## src/rtl/uart_pkg.sv

```systemverilog
// Shared UART definitions: FSM state encodings and default line constants.
// Used by both the receiver and the transmitter FSMs.
package uart_pkg;

    typedef enum logic [2:0] {
        ST_IDLE   = 3'd0,
        ST_START  = 3'd1,
        ST_DATA   = 3'd2,
        ST_PARITY = 3'd3,
        ST_STOP   = 3'd4,
        ST_BREAK  = 3'd5
    } uart_state_e;

    localparam int UART_CLK_HZ     = 12000000;
    localparam int UART_BAUD       = 9600;
    localparam int UART_OVERSAMPLE = 16;

    // Clocks per oversample tick, never less than one.
    function automatic int baud_div(input int clk_hz, input int baud, input int oversample);
        int d;
        d = clk_hz / (baud * oversample);
        return (d < 1) ? 1 : d;
    endfunction

endpackage

```

## src/rtl/uart_rx_fsm_if.sv

```systemverilog
// Byte handshake and error-pulse bundle between the UART receiver and its consumer.
// master = receiver side, slave = consumer side.
interface uart_rx_fsm_if #(
    parameter int DATA_WIDTH = 8
);
    logic [DATA_WIDTH-1:0] rx_byte;
    logic                  rx_valid;
    logic                  rx_ready;
    logic                  frame_err;
    logic                  overrun;
    logic                  parity_err;

    modport master (
        output rx_byte, rx_valid, frame_err, overrun, parity_err,
        input  rx_ready
    );

    modport slave (
        input  rx_byte, rx_valid, frame_err, overrun, parity_err,
        output rx_ready
    );
endinterface

```

## src/rtl/uart_baud_tick.sv

```systemverilog
// Oversample tick generator: one-clock pulse every DIV clocks,
// synchronously restartable so the first tick is phase-aligned to a start edge.
module uart_baud_tick #(
    parameter int DIV = 78
) (
    input  logic clk,
    input  logic rst_n,
    input  logic restart,
    output logic tick
);
    localparam int            CW   = (DIV > 1) ? $clog2(DIV) : 1;
    localparam logic [CW-1:0] LAST = CW'(DIV - 1);

    logic [CW-1:0] cnt_r;
    logic          tick_r;

    // Divider counter with registered tick output.
    always_ff @(posedge clk or negedge rst_n) begin
        if (!rst_n) begin
            cnt_r  <= '0;
            tick_r <= 1'b0;
        end else if (restart) begin
            cnt_r  <= '0;
            tick_r <= 1'b0;
        end else if (cnt_r == LAST) begin
            cnt_r  <= '0;
            tick_r <= 1'b1;
        end else begin
            cnt_r  <= cnt_r + CW'(1);
            tick_r <= 1'b0;
        end
    end

    assign tick = tick_r;

endmodule

```

## src/rtl/uart_rx_fsm.sv

```systemverilog
// Oversampling UART receiver (8N1 by default) with valid/ready byte delivery.
// Optional parity bit support when UART_RX_PARITY_EN is defined.
module uart_rx_fsm
    import uart_pkg::*;
#(
    parameter int DATA_WIDTH = 8,
    parameter int CLK_HZ     = UART_CLK_HZ,
    parameter int BAUD       = UART_BAUD,
    parameter int OVERSAMPLE = UART_OVERSAMPLE,
    parameter int PARITY_ODD = 0
) (
    input  logic          clk,
    input  logic          rst_n,
    input  logic          ftdi_rx,
    uart_rx_fsm_if.master rx
);
    localparam int            DIV     = baud_div(CLK_HZ, BAUD, OVERSAMPLE);
    localparam int            TW      = $clog2(OVERSAMPLE);
    localparam int            BW      = $clog2(DATA_WIDTH + 1);
    localparam logic [TW-1:0] HALF_M1 = TW'(OVERSAMPLE / 2 - 1);
    localparam logic [TW-1:0] FULL_M1 = TW'(OVERSAMPLE - 1);
    localparam logic [BW-1:0] BIT_LAST = BW'(DATA_WIDTH - 1);

    // Parity bit a correct transmitter sends for this data word.
    function automatic logic expected_parity(input logic [DATA_WIDTH-1:0] d);
        return (^d) ^ (PARITY_ODD != 0);
    endfunction

    uart_state_e           state_r;
    logic [1:0]            sync_r;
    logic                  prev_r;
    logic [TW-1:0]         tick_cnt_r;
    logic [BW-1:0]         bit_cnt_r;
    logic [DATA_WIDTH-1:0] shift_r;
    logic [DATA_WIDTH-1:0] rx_byte_r;
    logic                  rx_valid_r;
    logic                  frame_err_r;
    logic                  overrun_r;
`ifdef UART_RX_PARITY_EN
    logic                  par_err_r;
    logic                  par_out_r;
`endif

    logic line_s;
    logic fall_s;
    logic restart_s;
    logic tick_s;

    assign line_s    = sync_r[1];
    assign fall_s    = prev_r & ~line_s;
    assign restart_s = (state_r == ST_IDLE) && fall_s;

    uart_baud_tick #(
        .DIV (DIV)
    ) u_tick (
        .clk     (clk),
        .rst_n   (rst_n),
        .restart (restart_s),
        .tick    (tick_s)
    );

    // Two-flop synchronizer for the asynchronous line plus edge-detect history.
    always_ff @(posedge clk or negedge rst_n) begin
        if (!rst_n) begin
            sync_r <= 2'b11;
            prev_r <= 1'b1;
        end else begin
            sync_r <= {sync_r[0], ftdi_rx};
            prev_r <= line_s;
        end
    end

    // Receive FSM, shifter and output handshake register.
    always_ff @(posedge clk or negedge rst_n) begin
        if (!rst_n) begin
            state_r     <= ST_IDLE;
            tick_cnt_r  <= '0;
            bit_cnt_r   <= '0;
            shift_r     <= '0;
            rx_byte_r   <= '0;
            rx_valid_r  <= 1'b0;
            frame_err_r <= 1'b0;
            overrun_r   <= 1'b0;
`ifdef UART_RX_PARITY_EN
            par_err_r   <= 1'b0;
            par_out_r   <= 1'b0;
`endif
        end else begin
            frame_err_r <= 1'b0;
            overrun_r   <= 1'b0;
            // An accept drops valid unless a delivery below reloads it this cycle.
            if (rx_valid_r && rx.rx_ready) begin
                rx_valid_r <= 1'b0;
            end
            case (state_r)
                ST_IDLE: begin
                    if (fall_s) begin
                        state_r    <= ST_START;
                        tick_cnt_r <= '0;
                        bit_cnt_r  <= '0;
                    end
                end
                ST_START: begin
                    if (tick_s) begin
                        if (tick_cnt_r == HALF_M1) begin
                            tick_cnt_r <= '0;
                            state_r    <= line_s ? ST_IDLE : ST_DATA;
                        end else begin
                            tick_cnt_r <= tick_cnt_r + TW'(1);
                        end
                    end
                end
                ST_DATA: begin
                    if (tick_s) begin
                        if (tick_cnt_r == FULL_M1) begin
                            tick_cnt_r <= '0;
                            shift_r    <= {line_s, shift_r[DATA_WIDTH-1:1]};
                            bit_cnt_r  <= bit_cnt_r + BW'(1);
                            if (bit_cnt_r == BIT_LAST) begin
`ifdef UART_RX_PARITY_EN
                                state_r <= ST_PARITY;
`else
                                state_r <= ST_STOP;
`endif
                            end
                        end else begin
                            tick_cnt_r <= tick_cnt_r + TW'(1);
                        end
                    end
                end
`ifdef UART_RX_PARITY_EN
                ST_PARITY: begin
                    if (tick_s) begin
                        if (tick_cnt_r == FULL_M1) begin
                            tick_cnt_r <= '0;
                            par_err_r  <= (line_s != expected_parity(shift_r));
                            state_r    <= ST_STOP;
                        end else begin
                            tick_cnt_r <= tick_cnt_r + TW'(1);
                        end
                    end
                end
`endif
                ST_STOP: begin
                    if (tick_s) begin
                        if (tick_cnt_r == FULL_M1) begin
                            tick_cnt_r <= '0;
                            if (line_s) begin
                                state_r <= ST_IDLE;
                                if (!rx_valid_r || rx.rx_ready) begin
                                    rx_byte_r  <= shift_r;
                                    rx_valid_r <= 1'b1;
`ifdef UART_RX_PARITY_EN
                                    par_out_r  <= par_err_r;
`endif
                                end else begin
                                    overrun_r <= 1'b1;
                                end
                            end else begin
                                frame_err_r <= 1'b1;
                                state_r     <= ST_BREAK;
                            end
                        end else begin
                            tick_cnt_r <= tick_cnt_r + TW'(1);
                        end
                    end
                end
                ST_BREAK: begin
                    if (line_s) begin
                        state_r <= ST_IDLE;
                    end
                end
                default: begin
                    state_r <= ST_IDLE;
                end
            endcase
        end
    end

    assign rx.rx_byte   = rx_byte_r;
    assign rx.rx_valid  = rx_valid_r;
    assign rx.frame_err = frame_err_r;
    assign rx.overrun   = overrun_r;
`ifdef UART_RX_PARITY_EN
    assign rx.parity_err = par_out_r;
`else
    assign rx.parity_err = 1'b0;
`endif

endmodule

```

## src/flat_wrapper.sv

```systemverilog
// flat-port wrapper written by rule: the top's interface ports become plain ports
module uart_rx_fsm_flat import uart_pkg::*;
#(
    parameter int DATA_WIDTH = 8,
    parameter int CLK_HZ     = UART_CLK_HZ,
    parameter int BAUD       = UART_BAUD,
    parameter int OVERSAMPLE = UART_OVERSAMPLE,
    parameter int PARITY_ODD = 0
)
  (clk, rst_n, ftdi_rx, rx_rx_byte, rx_rx_valid, rx_frame_err, rx_overrun, rx_parity_err, rx_rx_ready);
  uart_rx_fsm_if #(.DATA_WIDTH(DATA_WIDTH)) rx_i ();
  input  logic clk;
  input  logic rst_n;
  input  logic ftdi_rx;
  output wire logic [$bits(rx_i.rx_byte)-1:0] rx_rx_byte;
  output wire logic [$bits(rx_i.rx_valid)-1:0] rx_rx_valid;
  output wire logic [$bits(rx_i.frame_err)-1:0] rx_frame_err;
  output wire logic [$bits(rx_i.overrun)-1:0] rx_overrun;
  output wire logic [$bits(rx_i.parity_err)-1:0] rx_parity_err;
  input wire logic [$bits(rx_i.rx_ready)-1:0] rx_rx_ready;
  assign rx_rx_byte = rx_i.rx_byte;
  assign rx_rx_valid = rx_i.rx_valid;
  assign rx_frame_err = rx_i.frame_err;
  assign rx_overrun = rx_i.overrun;
  assign rx_parity_err = rx_i.parity_err;
  assign rx_i.rx_ready = rx_rx_ready;
  uart_rx_fsm #(.DATA_WIDTH(DATA_WIDTH), .CLK_HZ(CLK_HZ), .BAUD(BAUD), .OVERSAMPLE(OVERSAMPLE), .PARITY_ODD(PARITY_ODD)) u_core (.clk(clk), .rst_n(rst_n), .ftdi_rx(ftdi_rx), .rx(rx_i));
endmodule
```

## config.mk

```make
export PLATFORM = sky130hd
export DESIGN_NAME = uart_rx_fsm_flat
export DESIGN_NICKNAME = d
export VERILOG_FILES = /design/src/rtl/uart_pkg.sv /design/src/rtl/uart_rx_fsm_if.sv /design/src/rtl/uart_baud_tick.sv /design/src/rtl/uart_rx_fsm.sv /design/src/flat_wrapper.sv
export SDC_FILE = /design/constraint.sdc
export NUM_CORES = 1
export LEC_CHECK = 0
export ABC_AREA = 1
export BUFFER_PORTS_ARGS = -buffer_cell sky130_fd_sc_hd__buf_2
export CAP_MARGIN = 20
export CORE_UTILIZATION = 40
export DETAILED_ROUTE_END_ITERATION = 8
export PLACE_DENSITY = 0.69
export RECOVER_POWER = 100
export SETUP_SLACK_MARGIN = 0.1
export SLEW_MARGIN = 15
export SYNTH_ARGS = -nofsm -noshare
export SYNTH_HDL_FRONTEND = slang
export SYNTH_SLANG_ARGS = --single-unit
export TNS_END_PERCENT = 50
```

## constraint.sdc

```tcl
create_clock -name clk -period 2.1 [get_ports clk]
set_clock_uncertainty 0.2 [all_clocks]
set_input_delay 0.42 -clock clk [delete_from_list [all_inputs] [get_ports clk]]
set_output_delay 0.42 -clock clk [all_outputs]
set_load 0.01 [all_outputs]
```

After elaboration in Yosys (flattened, before gate mapping)
Cells that the tools add are included.
{"block": "totals", "reg_bits": 41, "latchBits": 0, "ram_bits": 0, "mem_bits_ro": 0, "in_bits": 4, "output_inout_bits": 12, "wordCells": 88, "memories": 0}
{"block": "op_classes", "addsub": 3, "mul": 0, "n_div": 0, "n_lt_le_gt_ge": 0, "eq_ne": 18, "shifts": 0, "mux": 40, "bitwise": 2, "reduce_logical": 13}
{"operator": "3-bit 2-to-1 mux", "n": 10}
{"operator": "4-bit 2-to-1 mux", "n": 7}
{"operator": "1-bit 2-to-1 mux", "n": 17}
{"operator": "3-bit case mux with 5 select lines", "n": 1}
{"operator": "7-bit 2-to-1 mux", "n": 2}
{"operator": "2-bit by 1-bit inequality test with 1-bit output (second input constant)", "n": 7}
{"operator": "4-bit case mux with 3 select lines", "n": 1}
{"operator": "9-bit AND reduction", "n": 1}
{"operator": "4-bit by 1-bit adder with 4-bit output (second input constant)", "n": 2}
{"operator": "4-bit by 3-bit equality test with 1-bit output (second input constant)", "n": 2}
{"operator": "4-bit case mux with 2 select lines", "n": 1}
{"operator": "4-bit AND reduction", "n": 2}
{"operator": "7-bit by 1-bit adder with 7-bit output (second input constant)", "n": 1}
{"operator": "7-bit equality test (second input constant)", "n": 1}
{"operator": "3-bit equality test (second input constant)", "n": 2}
{"operator": "2-bit inequality test (second input constant)", "n": 3}
{"operator": "5-bit AND reduction", "n": 1}
{"operator": "4-bit equality test (second input constant)", "n": 1}
{"operator": "3-bit by 1-bit equality test with 1-bit output (second input constant)", "n": 1}
{"operator": "3-bit by 2-bit equality test with 1-bit output (second input constant)", "n": 1}
{"operator": "3-bit logical NOT", "n": 1}
{"operator": "3-bit AND reduction", "n": 1}
{"operator": "3-bit nonzero test", "n": 1}
{"operator": "1-bit logical AND", "n": 2}
{"operator": "other kinds (7)", "n": 7}

Depth between registers and ports, before layout
Gate-level depths: netlist of run 1.
{"block": "logic_depth", "ltp_word": 7, "mapped_depth": 10, "depth_no_buf": 9}

Hierarchy
A second synthesis of run 1 with hierarchy kept.
{"block": "hier_totals", "cells_unflattened": 240, "hier_area_um2": 2013.2}
{"mod": "uart_rx_fsm", "instances": 1, "cells_per_inst": 196, "area_each_um2": 1624.1, "seq_area_each_um2": 829.5}
{"mod": "uart_baud_tick", "instances": 1, "cells_per_inst": 44, "area_each_um2": 389.1, "seq_area_each_um2": 200.2}

Least setup slack after synthesis of run 1
No wires, ideal clock.
{"block": "synth_timing", "path_type": "flip-flop to flip-flop", "start": "register u_core.tick_cnt_r[0]", "end": "register u_core.shift_r[4]", "setup_ns": 0.076, "t_arrival_ns": 1.235, "t_required_ns": 1.824, "path_slack_ns": 0.589, "stages_incl_launch_ff": 8, "path_buffers": 1, "period_less_slack_ns": 1.511, "path_cell_list": "dfrtp_1 -> ha_1 -> nand4_1 -> inv_2 -> nand2_2 -> buf_2 -> nand2_1 -> o21ai_1"}
{"block": "synth_between", "elab_chain_len": 2}
{"item": "from (decl)", "line": "uart_rx_fsm.sv:32", "rtl": "logic [TW-1:0] tick_cnt_r;"}
{"item": "from (signal assigned)", "line": "uart_rx_fsm.sv:109", "rtl": "tick_cnt_r <= tick_cnt_r + TW'(1);"}
{"item": "from (signal assigned)", "line": "uart_rx_fsm.sv:127", "rtl": "tick_cnt_r <= tick_cnt_r + TW'(1);"}
{"item": "from (signal assigned)", "line": "uart_rx_fsm.sv:164", "rtl": "tick_cnt_r <= tick_cnt_r + TW'(1);"}
{"item": "4-bit equality test", "line": "uart_rx_fsm.sv:115", "rtl": "if (tick_cnt_r == FULL_M1) begin"}
{"item": "3-bit AND reduction (no line)"}
{"item": "to (signal assigned)", "line": "uart_rx_fsm.sv:117", "rtl": "shift_r <= {line_s, shift_r[DATA_WIDTH-1:1]};"}
{"item": "to (decl)", "line": "uart_rx_fsm.sv:34", "rtl": "logic [DATA_WIDTH-1:0] shift_r;"}
Every way passes these cells.
A chain may end at the register's enable or synchronous reset.

Worst setup path after layout of run 1
{"block": "layout_timing", "start": "register u_core.tick_cnt_r[0]", "end": "register u_core.shift_r[2]"}
Same word-level chain as after synthesis.

==> impl_metrics.csv, run 1 <==
group,metric,value,unit
run_status,status,"finished clean",
route,dr.pass1.iters,4,
layout,layoutNonFillerInstCount,311,
layout,areaGrowthSynthToFinish,8.07,%
power_and_ir_drop,vdd_drop_max,484,µV
timing,max_slew_margin,66.3,%
route,vias_per_cell,4.66,
timing,worst_slack,0.301,ns
cts,cts_root_buffer,"clkbuf_8",
cts,ctsHtreeMaxLevel,2,
timing,rsz0062_at_grt,"false",
worst_setup_path,regToRegStartpoint,"u_core.tick_cnt_r[0]",
global_routing,grt_pass1_vias,1425,
floorplanning,start_util,41.7,%
logic_synthesis,synth_edf_count,0,
route,drc,0,
timing,setup_viol,0,
route,antenna_left,0,
cts,clk_pin_slew_worst_paths,0.09,ns
worst_setup_path,cp.arrival,1.77,ns
place,dpl.hpwl,2430,µm
place,place_ws,0.402,ns
layout,fillers,494,
logic_synthesis,synth_top_flop_cell,"dfrtp_1",
timing,timing.fmax,0.556,GHz
route,drtIter0Drc,77,
layout,final_nets,251,
global_routing,grt_start_max_net_pins,22,
route,routed_wl,3360,µm
route,dr_total_vias,1450,
worst_setup_path,cp_slowest_cell,"dfrtp_1",
worst_hold_path,hp-class,"in -> reg",
logic_synthesis,ys_types,27,
logic_synthesis,synth_top_area_share,47.9,%
worst_setup_path,regToRegSetupSlack,0.30,ns
layout,multiInputGateArea,772,µm²
layout,layout-drive-gt1-share,11.5,%
logic_synthesis,avgSynthCellArea,8.86,µm²
logic_synthesis,seq_area_frac_synth,51.9,%
job,maxCapViolCount,0,
floorplanning,placementRows,25,
worst_setup_path,cp-start-kind,"flop",
cts,cts_tree,"yes",
timing,finalCritPeriodShare,85.7,%
worst_setup_path,cp_max_fo,16,
cts,post_cts_buffers,0,
global_routing,grt-ovfl-total,0,
layout,final_core_util,45.1,%
logic_synthesis,synth.area.top_cells,"dfrtp_1 (48%), nand2_1 (9.6%), nand3_1 (4.5%)",
floorplanning,io_pins,16,
power_and_ir_drop,power_density,982,nW/µm²
worst_setup_path,startpoint,"u_core.tick_cnt_r[0]",
cts,numCtsBuffers,5,
timing,hold_viol_final,0,
timing,tns,0,ns
place,gp_congestion,0.836,
timing,hold_ws,0.0184,ns
timing,period_minus_slack,1.80,ns
logic_synthesis,netlist_area,1980,µm²
power_and_ir_drop,leakage,1.03,nW
place,dpl.cell_count,302,
floorplanning,die_area,5250,µm²
logic_synthesis,ys_async_sr_fraction,100,%
logic_synthesis,synth-seq-cells,41,
worst_setup_path,crit_type,"reg -> reg",
layout,seq_area,1030,µm²
route,routedWlPerCell,10.8,µm
worst_setup_path,crit_path_max_incr_delay,0.40,ns
cts,clkLatencyLatePin,0.30,ns
floorplanning,die_w,72.4,µm
logic_synthesis,ys_top_cells_by_count,"nand2_1 (51), dfrtp_1 (38), inv_1 (22)",
worst_setup_path,path_common_cell,"nand2_1",
timing,worst_slew_pin_slew,0.506,ns
cts,clockBufferDepth,2,
worst_setup_path,end_kind,"flop",
logic_synthesis,yosys.area.top_type,"dfrtp_1",
global_routing,antenna_found_initial,0,
logic_synthesis,yosys_warnings,0,
logic_synthesis,synth_fp_nets,232,
worst_setup_path,cp_data_required_time,2.07,ns
worst_setup_path,critical_path.cell_chain,"ha_1, nand4_1, inv_1, nand2_1, nand2_1, o21ai_0",
global_routing,grt_pass1_wl,6110,µm
layout,antenna_cells_inserted,0,
logic_synthesis,synthCells,224,
timing,slew_viol_final,0,
worst_hold_path,hold_path.startpoint,"ftdi_rx",
place,port_buffers,14,
cts,clock_sinks,41,
floorplanning,core-area,4750,µm²
global_routing,track_usage,15.0,%
logic_synthesis,synth.most_common_cell,"nand2_1",
floorplanning,die_h,72.4,µm
placed cells by master, fill, tap and decap left out, types with 2 or more instances in the layout:
master     n
inv_2      2
buf_2      2
o21ai_2    2
nand3_1   20
dfrtp_1   38
o21ai_1    2
clkbuf_2   2
o21ai_0   19
nor2_1    22
a21oi_1    2
dfstp_2    2
clkbuf_8   5
nand4_1    6
inv_1     23
nor2_2     2
xor2_1     4
nand2_1   55
nor2_4     2
clkbuf_1  11
nor3_1     4
ha_1       4
nand2_2    3
kinds of logic (layout without fill, tap and decap cells):
group	count (synthesis)	after routing	share of synthesized area, %
XOR/XNOR	5	5	2.21
adder cells (fa/ha/maj)	4	4	2.52
AND/OR/NAND/NOR	118	118	28.7
flip-flops	41	41	51.9
AO/OA/AOI/OAI	25	25	7.82
buffers and inverters	30	50	6.68
other	1	1	0.189
worst paths after layout:
path                                           to  cells past startpoint
worst min-delay path             u_core.sync_r[0]                      1
min in group asynchronous       u_core.state_r[0]                      2
worst max register to register  u_core.shift_r[2]                      6
worst max-delay path            u_core.shift_r[2]                      6
max in group asynchronous       u_core.shift_r[7]                      3
worst min register to register   u_core.sync_r[1]                      0
metrics by stage:
step	total power, mW	area (µm²)
6_report	2.11	2140
4_1_cts	2.16	2220
3_5_place_dp	1.63	2120
3_3_place_gp	1.61	2120
5_1_grt	2.28	2140
2_1_floorplan	1.50	1980
power by group:
part,leakage [nW],internal (mW),switching [mW]
sequential,0.550,0.894,0.112
clock,0.0445,0.236,0.283
combinational,0.435,0.199,0.382
total,1.03,1.33,0.777
repair_timing:
action	CTS	global route
hold endpoints to repair	17	0
resized for setup	0	0
hold buffers	1	0
endpoints found under the setup margin	0	0
cell type report:
class,count,share of cell area [%]
inverters,26,4.55
clock inverters,3,0.992
repair buffers,16,3.33
multi-input cells,153,36.0
well taps,67,3.91
clock buffers,5,3.21
flip-flops and latches,41,48.0
worst max-delay path: cells and delay by family (launching register included):
family	cells	cell delay, ns
and+or+nand+nor	3	0.58
DFF	1	0.40
adders and majority gates	1	0.23
buffers and inverters	1	0.17
AOI/OAI and AO/OA	1	0.09
routing by layer:
layer	GRT usage (%)	part of all wire (%)
met1	20.2	53
met2	22.4	42
met3	4.17	3.7
met4	7.19	1.1
met5	0	0
state kept, by name (all words and copies together) (netlist names):
signal,count
u_core.rx.rx_valid,1
u_core.state_r,3
u_core.u_tick.cnt_r,7
u_core.rx.rx_byte,8
u_core.sync_r,2
u_core.prev_r,1
u_core.rx.frame_err,1
u_core.u_tick.tick,1
u_core.bit_cnt_r,4
u_core.shift_r,8
u_core.tick_cnt_r,4
u_core.rx.overrun,1
Note: power is estimated with default switching activity, not from simulation.
==> inputs of run 2 (changes only) <==
- ABC_AREA: 1 -> unset
==> run 2 against run 1 <==
  * Fmax down 8.9%
  * Clock-buffer cell count up 2
  * First-iteration DRC count fell by 51%
  * Synthesized cell count decreased by 26%
  * Routed wire length is 3.2% lower
  * Utilization grew 2.4 points
  * Register-to-register slack got worse by 0.17 ns
  * Largest power group unchanged
==> impl_metrics.csv, run 2 <==
group,metric,value,unit
route,dr.pass1.iters,4,
route,routedWlPerCell,13.7,µm
layout,fillers,412,
floorplanning,io_pins,16,
layout,layout-drive-gt1-share,18.9,%
worst_setup_path,end_kind,"flop",
power_and_ir_drop,p_sw,551,µW
timing,setup_viol,0,
global_routing,grt-ovfl-total,0,
route,routed_wl,3250,µm
place,gp_congestion,0.805,
global_routing,track_usage,14.8,%
timing,period_minus_slack,1.97,ns
cts,clk_pin_slew_worst_paths,0.08,ns
worst_setup_path,cp.arrival,1.96,ns
cts,clkLatencyLatePin,0.30,ns
layout,final_common_cell,"dfrtp_1",
route,drc,0,
logic_synthesis,ys_types,40,
layout,antenna_cells_inserted,0,
timing,worst_slew_pin_slew,0.513,ns
worst_setup_path,cp-start-kind,"flop",
layout,multiInputGateArea,806,µm²
route,drtIter0Drc,38,
timing,max_slew_margin,65.8,%
logic_synthesis,synth-seq-cells,41,
worst_setup_path,crit_type,"reg -> reg",
floorplanning,start_util,42.8,%
logic_synthesis,synthCells,165,
logic_synthesis,netlist_area,1910,µm²
floorplanning,die_w,71.2,µm
place,place_ws,0.0938,ns
cts,clock_sinks,41,
floorplanning,die_area,5070,µm²
global_routing,grt_pass1_vias,1223,
layout,final_nets,192,
logic_synthesis,synth_edf_count,0,
timing,slew_viol_final,0,
power_and_ir_drop,total_power,1.98,mW
route,vias_per_cell,5.28,
run_status,status,"finished clean",
logic_synthesis,yosys.area.top_type,"dfrtp_1",
cts,clockBufferDepth,2,
worst_hold_path,hp-class,"in -> reg",
power_and_ir_drop,switching_share,27.9,%
power_and_ir_drop,leakage,1.02,nW
worst_setup_path,startpoint,"u_core.tick_cnt_r[0]",
cts,cts_root_buffer,"clkbuf_8",
power_and_ir_drop,power_frac_clock,33.0,%
global_routing,antenna_found_initial,0,
floorplanning,placementRows,24,
place,dpl.cell_count,228,
logic_synthesis,synth_top_area_share,49.7,%
layout,layout_common_cells,"dfrtp_1 (37), nand2_1 (17), nor2_1 (16)",
floorplanning,core-area,4470,µm²
place,port_buffers,14,
worst_setup_path,cp_data_required_time,2.09,ns
logic_synthesis,synth_top_flop_cell,"dfrtp_1",
worst_setup_path,cp_max_fo,8,
route,dr_total_vias,1252,
timing,tns,0,ns
layout,final_core_util,47.5,%
cts,numCtsBuffers,5,
cts,post_cts_buffers,0,
place,place_area,2050,µm²
layout,final_area,2130,µm²
layout,layoutNonFillerInstCount,237,
layout,seq_area,1030,µm²
power_and_ir_drop,pwr-share-comb,17.4,%
timing,hold_viol_final,0,
logic_synthesis,avgSynthCellArea,11.6,µm²
cts,cts_tree,"yes",
logic_synthesis,yosys_warnings,0,
cts,ctsHtreeMaxLevel,2,
global_routing,grt_pass1_wl,5640,µm
power_and_ir_drop,pwr-share-seq,49.6,%
timing,hold_ws,0.0186,ns
route,antenna_left,0,
logic_synthesis,synth_fp_nets,173,
timing,finalCritPeriodShare,94.0,%
timing,worst_slack,0.126,ns
logic_synthesis,seq_area_frac_synth,53.8,%
layout,areaGrowthSynthToFinish,11.1,%
timing,timing.fmax,0.507,GHz
timing,rsz0062_at_grt,"false",
floorplanning,die_h,71.2,µm
power_and_ir_drop,vdd_drop_max,528,µV
power_and_ir_drop,power.internal,1.43,mW
logic_synthesis,synth.most_common_cell,"dfrtp_1",
logic_synthesis,ys_top_cells_by_count,"dfrtp_1 (38), nand2_1 (17), nor2_1 (16)",
logic_synthesis,synth.area.top_cells,"dfrtp_1 (50%), mux2_2 (6.5%), mux2_4 (6.3%)",
worst_hold_path,hold_path.startpoint,"ftdi_rx",
place,dpl.hpwl,2390,µm
power_and_ir_drop,power_density,931,nW/µm²
job,maxCapViolCount,0,
worst_setup_path,regToRegStartpoint,"u_core.tick_cnt_r[0]",
global_routing,grt_start_max_net_pins,23,
logic_synthesis,ys_async_sr_fraction,100,%
[run 2: cell types whose count changed after synthesis, sizes merged, moves of 7 or more]
cell / change
nor2: -10
mux2: +19
o21ai: -18
nand3: -17
nand2: -41
o211ai: +7
inv: -21
[run 2: layer usage]
metal  vias up  track usage (%)  wire length [µm]
met2        17             21.9              1480
met4         0             7.56                69
met3         7             3.99               105
met5         -                0                 0
li1        620                -                 -
met1       608             19.9              1600
[run 2: what timing repair did]
| action | 4_1_cts | 5_1_grt |
|---|---|---|
| pin swaps | 0 | 0 |
| hold buffers | 1 | 0 |
| resized for setup | 1 | 2 |
| setup endpoints to repair | 1 | 8 |
| hold endpoints to repair | 19 | 0 |
[run 2: area by class of cell]
class	instances	share of cell area, %
flip-flops and latches	41	48.5
clock inverters	1	1.41
repair buffers	19	4.24
multi-input cells	112	37.9
inverters	5	0.882
clock buffers	7	4.06
well taps	52	3.06
[run 2: power by group through the flow]
stage	sequential (mW)	clock, mW	combinational, mW
after floorplan	0.965	0	0.292
after global placement	0.996	0	0.346
after detailed placement	0.996	0	0.351
after CTS	0.984	0.665	0.355
after global routing	1.00	0.694	0.402
final	0.983	0.653	0.344
[run 2: cells by family (layout without fill, tap and decap cells)]
group	Yosys count	in the layout	share of synthesized area, %
AND/OR/NAND/NOR	62	62	16.9
multiplexers	20	20	13.3
flip-flops	41	41	53.8
AO/OA/AOI/OAI	19	19	7.19
buffers and inverters	12	32	3.27
adder cells (fa/ha/maj)	4	4	2.61
other	1	1	0.196
XOR/XNOR	6	6	2.75
[run 2: critical path, stage by stage (launching register included)]
cell and delay (ns):
dfrtp_1 0.38, ha_1 0.26, and4_1 0.31, nand4_2 0.15, nand2b_4 0.23, mux2_1 0.33
[run 2: final timing paths]
| path | cells past startpoint | slack (ns) | end |
|---|---|---|---|
| max in group asynchronous | 3 | 0.43 | u_core.state_r[1] |
| worst min-delay path | 1 | 0.02 | u_core.sync_r[0] |
| worst min register to register | 0 | 0.16 | u_core.sync_r[1] |
| min in group asynchronous | 2 | 0.40 | u_core.state_r[0] |
| worst max register to register | 5 | 0.13 | u_core.rx.rx_byte[6] |
| worst max-delay path | 5 | 0.13 | u_core.rx.rx_byte[6] |
